## config.mk

```make
export PLATFORM = sky130hd
export DESIGN_NAME = fft_stream_ctrl
export DESIGN_NICKNAME = d
export VERILOG_FILES = /design/src/rtl/fft_stream_ctrl.sv
export SDC_FILE = /design/constraint.sdc
export NUM_CORES = 2
export LEC_CHECK = 0
export CORE_AREA = 2 2 338 340
export DETAILED_ROUTE_END_ITERATION = 8
export DIE_AREA = 0 0 340 342
export GPL_TIMING_DRIVEN = 0
export SYNTH_ARGS = -nofsm -noshare
export SYNTH_HDL_FRONTEND = slang
export SYNTH_SLANG_ARGS = --single-unit
export TNS_END_PERCENT = 5
```

## constraint.sdc

```tcl
create_clock -name clk -period 4.9 [get_ports clk]
set_input_delay 0.735 -clock clk [delete_from_list [all_inputs] [get_ports clk]]
set_output_delay 0.735 -clock clk [all_outputs]
set_load 0.02 [all_outputs]
```

## src/rtl/fft_stream_ctrl.sv

```systemverilog
// ============================================================================
// fft_stream_ctrl : stream front/back end for the fft core (load, start,
//                   capture burst, replay), with IFFT conjugation and checks.
// Revision 1.0
// ============================================================================
`default_nettype none

module fft_stream_ctrl #(
  parameter int width      = 16,
  parameter int N_2        = 5,
  parameter int BITREV_OUT = 0,
  parameter int TIMEOUT    = 4096
) (
  input  logic               clk,
  input  logic               reset,
  input  logic               s_valid,
  output logic               s_ready,
  input  logic [2*width-1:0] s_data,
  input  logic               s_last,
  input  logic               s_inv,
  output logic               m_valid,
  input  logic               m_ready,
  output logic [2*width-1:0] m_data,
  output logic               m_last,
  output logic               fft_load,
  output logic               fft_start,
  output logic [N_2-1:0]     fft_adr,
  output logic [2*width-1:0] fft_rd,
  input  logic [2*width-1:0] fft_wd,
  input  logic               fft_done,
  output logic               frame_err,
  output logic               timeout_err,
  output logic               busy
);

  localparam int N   = 1 << N_2;
  localparam int WCW = $clog2(TIMEOUT + 1);
  localparam logic [N_2:0] LAST = (N_2+1)'(N - 1);

  typedef enum logic [2:0] {
    LOAD    = 3'd0,
    START   = 3'd1,
    WAIT    = 3'd2,
    CAPTURE = 3'd3,
    DRAIN   = 3'd4
  } state_t;

  state_t             state, state_nx;
  logic [N_2:0]       in_cnt, in_cnt_nx;
  logic [N_2:0]       out_cnt, out_cnt_nx;
  logic [N_2:0]       rd_idx, rd_idx_nx;
  logic [WCW-1:0]     wait_cnt, wait_cnt_nx;
  logic               inv_q, inv_q_nx;
  logic               inv_cur;
  logic               wr_en;
  logic [N_2-1:0]     wr_idx;
  logic               md_ld;
  logic [2*width-1:0] mem [N];
  logic [2*width-1:0] m_data_q;

  // Negate the imaginary part; the most negative value saturates.
  function automatic logic [2*width-1:0] conj(input logic [2*width-1:0] x);
    logic [width-1:0] im;
    im = x[width-1:0];
    if (im == {1'b1, {(width-1){1'b0}}})
      im = {1'b0, {(width-1){1'b1}}};
    else
      im = -im;
    return {x[2*width-1:width], im};
  endfunction

  function automatic logic [N_2-1:0] cap_idx(input logic [N_2-1:0] j);
    logic [N_2-1:0] r;
    for (int b = 0; b < N_2; b++) r[b] = j[N_2-1-b];
    return (BITREV_OUT != 0) ? r : j;
  endfunction

  // Beat 0 decides the frame mode before inv_q has latched it.
  assign inv_cur = (in_cnt == '0) ? s_inv : inv_q;

  always_comb begin
    state_nx    = state;
    in_cnt_nx   = in_cnt;
    out_cnt_nx  = out_cnt;
    rd_idx_nx   = rd_idx;
    wait_cnt_nx = wait_cnt;
    inv_q_nx    = inv_q;
    fft_load    = 1'b0;
    fft_adr     = '0;
    fft_rd      = '0;
    fft_start   = 1'b0;
    frame_err   = 1'b0;
    timeout_err = 1'b0;
    wr_en       = 1'b0;
    wr_idx      = '0;
    md_ld       = 1'b0;
    case (state)
      LOAD: begin
        if (s_valid) begin
          fft_load = 1'b1;
          fft_adr  = in_cnt[N_2-1:0];
          fft_rd   = inv_cur ? conj(s_data) : s_data;
          if (in_cnt == '0) inv_q_nx = s_inv;
          if (in_cnt == LAST) begin
            frame_err = ~s_last;
            in_cnt_nx = '0;
            state_nx  = START;
          end else if (s_last) begin
            frame_err = 1'b1;
            in_cnt_nx = '0;
          end else begin
            in_cnt_nx = in_cnt + (N_2+1)'(1);
          end
        end
      end
      START: begin
        fft_start   = 1'b1;
        wait_cnt_nx = '0;
        state_nx    = WAIT;
      end
      WAIT: begin
        if (fft_done) begin
          wr_en      = 1'b1;
          wr_idx     = cap_idx('0);
          out_cnt_nx = (N_2+1)'(1);
          state_nx   = CAPTURE;
        end else if (wait_cnt == WCW'(TIMEOUT)) begin
          timeout_err = 1'b1;
          state_nx    = LOAD;
        end else begin
          wait_cnt_nx = wait_cnt + WCW'(1);
        end
      end
      CAPTURE: begin
        if (fft_done) begin
          wr_en  = 1'b1;
          wr_idx = cap_idx(out_cnt[N_2-1:0]);
          if (out_cnt == LAST) begin
            out_cnt_nx = '0;
            rd_idx_nx  = '0;
            md_ld      = 1'b1;
            state_nx   = DRAIN;
          end else begin
            out_cnt_nx = out_cnt + (N_2+1)'(1);
          end
        end else begin
          timeout_err = 1'b1;
          out_cnt_nx  = '0;
          state_nx    = LOAD;
        end
      end
      DRAIN: begin
        if (m_ready) begin
          if (rd_idx == LAST) begin
            rd_idx_nx = '0;
            state_nx  = LOAD;
          end else begin
            rd_idx_nx = rd_idx + (N_2+1)'(1);
            md_ld     = 1'b1;
          end
        end
      end
      default: state_nx = LOAD;
    endcase
    // Outputs stay quiet while reset is held.
    if (!reset) begin
      fft_load    = 1'b0;
      fft_adr     = '0;
      fft_rd      = '0;
      fft_start   = 1'b0;
      frame_err   = 1'b0;
      timeout_err = 1'b0;
      wr_en       = 1'b0;
      md_ld       = 1'b0;
    end
  end

  always_ff @(posedge clk) begin
    if (!reset) begin
      state    <= LOAD;
      in_cnt   <= '0;
      out_cnt  <= '0;
      rd_idx   <= '0;
      wait_cnt <= '0;
      inv_q    <= 1'b0;
    end else begin
      state    <= state_nx;
      in_cnt   <= in_cnt_nx;
      out_cnt  <= out_cnt_nx;
      rd_idx   <= rd_idx_nx;
      wait_cnt <= wait_cnt_nx;
      inv_q    <= inv_q_nx;
    end
  end

  always_ff @(posedge clk) begin
    if (wr_en) mem[wr_idx] <= fft_wd;
  end

  // Prefetch the word for the next rd_idx so m_data is registered.
  always_ff @(posedge clk) begin
    if (!reset)
      m_data_q <= '0;
    else if (md_ld)
      m_data_q <= inv_q ? conj(mem[rd_idx_nx[N_2-1:0]]) : mem[rd_idx_nx[N_2-1:0]];
  end

  assign s_ready = ~reset | (state == LOAD);
  assign m_valid = reset & (state == DRAIN);
  assign m_last  = m_valid & (rd_idx == LAST);
  assign m_data  = m_data_q;
  assign busy    = reset & ((state != LOAD) | (in_cnt != '0));

endmodule

`default_nettype wire

```

==> metrics.md <==
| Metric | Value |
|---|---|
| CP Launch Type | `primary input` |
| Ant. Diodes | `0` |
| Failing checks | `setup timing` |
| Unique masters post-synth | `90` |
| Worst slew margin | `0.0377` |
| Pwr Density | `358 nW/um2` |
| Dpl cell area | `~50,000 um2` |
| CTS tree | `yes` |
| GRT Total Usage | `0.244` |
| Fillers | `9,947` |
| Hold Path Class | `primary input to flop` |
| Area growth from synthesis to layout | `18.5%` |
| PnR worst setup slack | `-0.0121 ns` |
| CP max FO | `10` |
| Fin. Hold Viols | `0` |
| EDFF count, synth | `1,024` |
| Largest net degree at the start of global routing | `33` |
| Clock Pin Slew Worst Setup and Hold Paths | `about 0.06 ns` |
| Worst VDD drop | `311 uV` |
| DRT antenna net count | `0` |
| Share of layout cells above drive strength 1 | `0.122` |
| First-pass DRT Iterations | `5` |
| Grt ovf | `0` |
| Die height | `342 um` |
| Starting density of the core | `0.396` |
| Clock buffer count from CTS | `111` |
| Max_cap viols | `0` |
| GPL Wtd Cong | `around 0.85` |
| Mapped cell area | `about 45,000 um2` |
| Vias in the first global route | `~29,000` |
| Final wirelength | `~150 mm` |
| Final period util | `1.00` |
| WP data required | `approximately 5.5 ns` |
| WL per Instance | `27.0 um` |
| Final Cell Area | `53,100 um2` |
| Port-buffer cells | `roughly 150` |
| CP arrival | `5.50 ns` |
| Via density | `approximately 5.8` |
| FP Rows | `between 100 and 150` |
| Critical path cell sequence | `clkdlybuf4s50_1 -> nand4b_2 -> o31a_1 -> a21oi_4 -> buf_4 -> buf_6 -> buf_4 -> buf_4 -> clkbuf_4 -> buf_2 -> and3_1 -> a311oi_1 -> a311oi_2 -> a31oi_1 -> a21oi_1 -> nand2_1 -> o211a_1` |
| Skew final | `about 0.031 ns` |
| Worst Setup End Kind | `flop` |
| # Post-CTS Setup Buffers | `0` |
| Leak | `18.0 nW` |
| Routed vias | `between 30,000 and 40,000` |
| Core area | `113,000 um2` |
| I/O Pins | `148` |
| Commonest non-fill, non-tap cell in the layout | `edfxtp_1` |
| Final setup fails | `2` |
| Worst-Skew Late Latency | `roughly 0.70 ns` |
| Ys Warns | `0` |
| CP max stage cell | `clkdlybuf4s50_1` |
| Post-route minimum period | `about 5 ns` |
| Cell mode on critical path | `buf_4` |
| Sequential-to-total area share from yosys stat | `0.716` |
| Setup TNS | `-0.0224 ns` |
| Die area | `roughly 120,000 um2` |
| Nets | `roughly 3,900` |
| Post-synth ARST share | `0` |
| Worst-margin pin slew | `approximately 1.4 ns` |
| DRT iter0 DRCs | `3,970` |
| WS Path Type | `primary input to flop` |
| Die width | `between 300 and 400 um` |
| Max Slew Vio Count | `0` |
| #FFs+latches synth | `around 1,100` |
| Gate Count Post-Synth | `between 3,000 and 4,000` |
| Total nets after synthesis | `about 3,600` |
| Setup repair after global routing missed its margin | `yes` |
| Most frequent cells in the layout | `edfxtp_1, nand2_1, nand3_1` |
| Clock root buffer | `clkbuf_16` |
| Htree depth | `3` |
| DRC violations left | `0` |
| Global-route wire length before repair | `~210 mm` |
| Fmax | `approximately 200 MHz` |
| Clock buffer depth | `3` |
| Post-synth top flop | `edfxtp_1` |
| Status | `finished, violations left` |
| Clk sinks | `between 1,000 and 1,500` |
| Mean post-synth cell area | `about 13 um2` |
| Crit-path max cell delay | `0.65 ns` |
| Initial antenna violation count | `3` |
| Cts hold-fix bufs | `0` |
| DP Wirelength | `roughly 96 mm` |
-- where the power goes --
group | leakage [nW] | switching, W | internal [W]
combinational | 6.52 | 0.000346 | 0.000187
sequential | 9.74 | 0.00000877 | 0.0102
clock | 1.71 | 0.00357 | 0.00469
-- final timing paths --
check                   from     endpoint  slack (ns)  cells after the start
hold reg to reg   m_data[22]   m_data[22]        0.50                      1
hold / removal         reset  wait_cnt[5]        0.46                      3
setup reg to reg  out_cnt[0]   m_data[17]        0.05                     17
setup / recovery    fft_done   m_data[31]       -0.01                     17
-- synth_stat cells, types with 6 or more instances --
master / count / area (um2)
nand2_1: 913 / 3430
o211a_1: 19 / 190
xnor2_1: 22 / 193
xor2_1: 17 / 149
o21ai_0: 47 / 235
nor3_1: 10 / 50.1
a21boi_0: 6 / 45.0
buf_1: 12 / 45.0
buf_4: 23 / 173
nand2b_1: 6 / 37.5
a32oi_1: 20 / 175
a22oi_1: 13 / 97.6
nand4_1: 26 / 163
a21oi_1: 116 / 581
and3_1: 69 / 432
inv_1: 18 / 67.6
a311oi_1: 86 / 753
a21oi_2: 13 / 114
nor2_1: 90 / 338
buf_2: 72 / 360
nor4_1: 13 / 81.3
nand3_1: 330 / 1650
ha_1: 8 / 100
a31oi_1: 70 / 438
or3_1: 6 / 37.5
or4_1: 7 / 52.6
clkbuf_1: 97 / 364
a221oi_1: 8 / 70.1
and2_1: 32 / 200
mux2i_1: 51 / 510
o211ai_1: 11 / 82.6
edfxtp_1: 1024 / 30700
nor2b_1: 6 / 37.5
a211oi_1: 25 / 188
dfxtp_1: 67 / 1340
buf_6: 23 / 259
o22ai_1: 8 / 50.1
-- critical path, delay by kind of cell --
kind	cells	cell delay (ns)
compound gates	7	1.85
simple gates	3	0.64
buf+inv	7	2.23
-- per-stage QoR --
| step | total power [W] | std cells | hold WS [ns] | util | setup slack, ns |
|---|---|---|---|---|---|
| 2_1_floorplan | 0.0106 | 3476 | 0.464 | - | 1.07 |
| 3_3_place_gp | 0.0109 | 5134 | 0.483 | 0.426 | -2.10 |
| 3_5_place_dp | 0.0109 | 5177 | 0.489 | 0.436 | -1.26 |
| 4_1_cts | 0.0190 | 5378 | 0.446 | 0.468 | 0.00530 |
| 5_1_grt | 0.0194 | 5377 | 0.469 | 0.469 | -0.0275 |
| 6_report | 0.0190 | 5377 | 0.456 | 0.469 | -0.0121 |
-- state kept, by name (all words and copies together) (netlist names) --
| name | flops |
|---|---|
| in_cnt | 6 |
| mem | 1024 |
| out_cnt | 6 |
| state | 3 |
| m_data | 32 |
| inv_q | 1 |
| rd_idx | 6 |
| wait_cnt | 13 |
-- layer usage --
metal / GRT usage / wire length [um] / vias to the layer above
li1: - / - / 13600
met1: 0.343 / 57800 / 15600
met2: 0.378 / 65600 / 1853
met3: 0.0473 / 16900 / 280
met4: 0.0877 / 5150 / 6
met5: 0 / 34 / -
-- area by class of cell --
class | instances | area [um2] | area share
Buffer | 224 | 1290 | 0.0244
Clock buffer | 142 | 2980 | 0.0561
Clock inverter | 61 | 502 | 0.00946
Inverter | 18 | 67.6 | 0.00127
Multi-Input combinational cell | 2140 | 11800 | 0.223
Sequential cell | 1091 | 32100 | 0.605
Tap cell | 1512 | 1890 | 0.0357
Timing Repair Buffer | 189 | 2400 | 0.0453
-- cell families (layout without fill, tap and decap cells) --
kind of cell / count (synthesis) / in the layout / share of synthesized area
simple gates: 1542 / 1542 / 0.154
flops: 1091 / 1091 / 0.716
compound gates: 497 / 497 / 0.0789
buf+inv: 245 / 634 / 0.0283
mux: 54 / 54 / 0.0127
xor+xnor: 39 / 39 / 0.00763
fa+ha+maj: 8 / 8 / 0.00223
-- what timing repair did --
item                                    in CTS  in global routing
endpoints found under the setup margin      32                 32
cloned                                       0                  0
gates resized for setup                     53                 66
pin swaps                                    0                  0
Power figures use the tool's default switching activity.
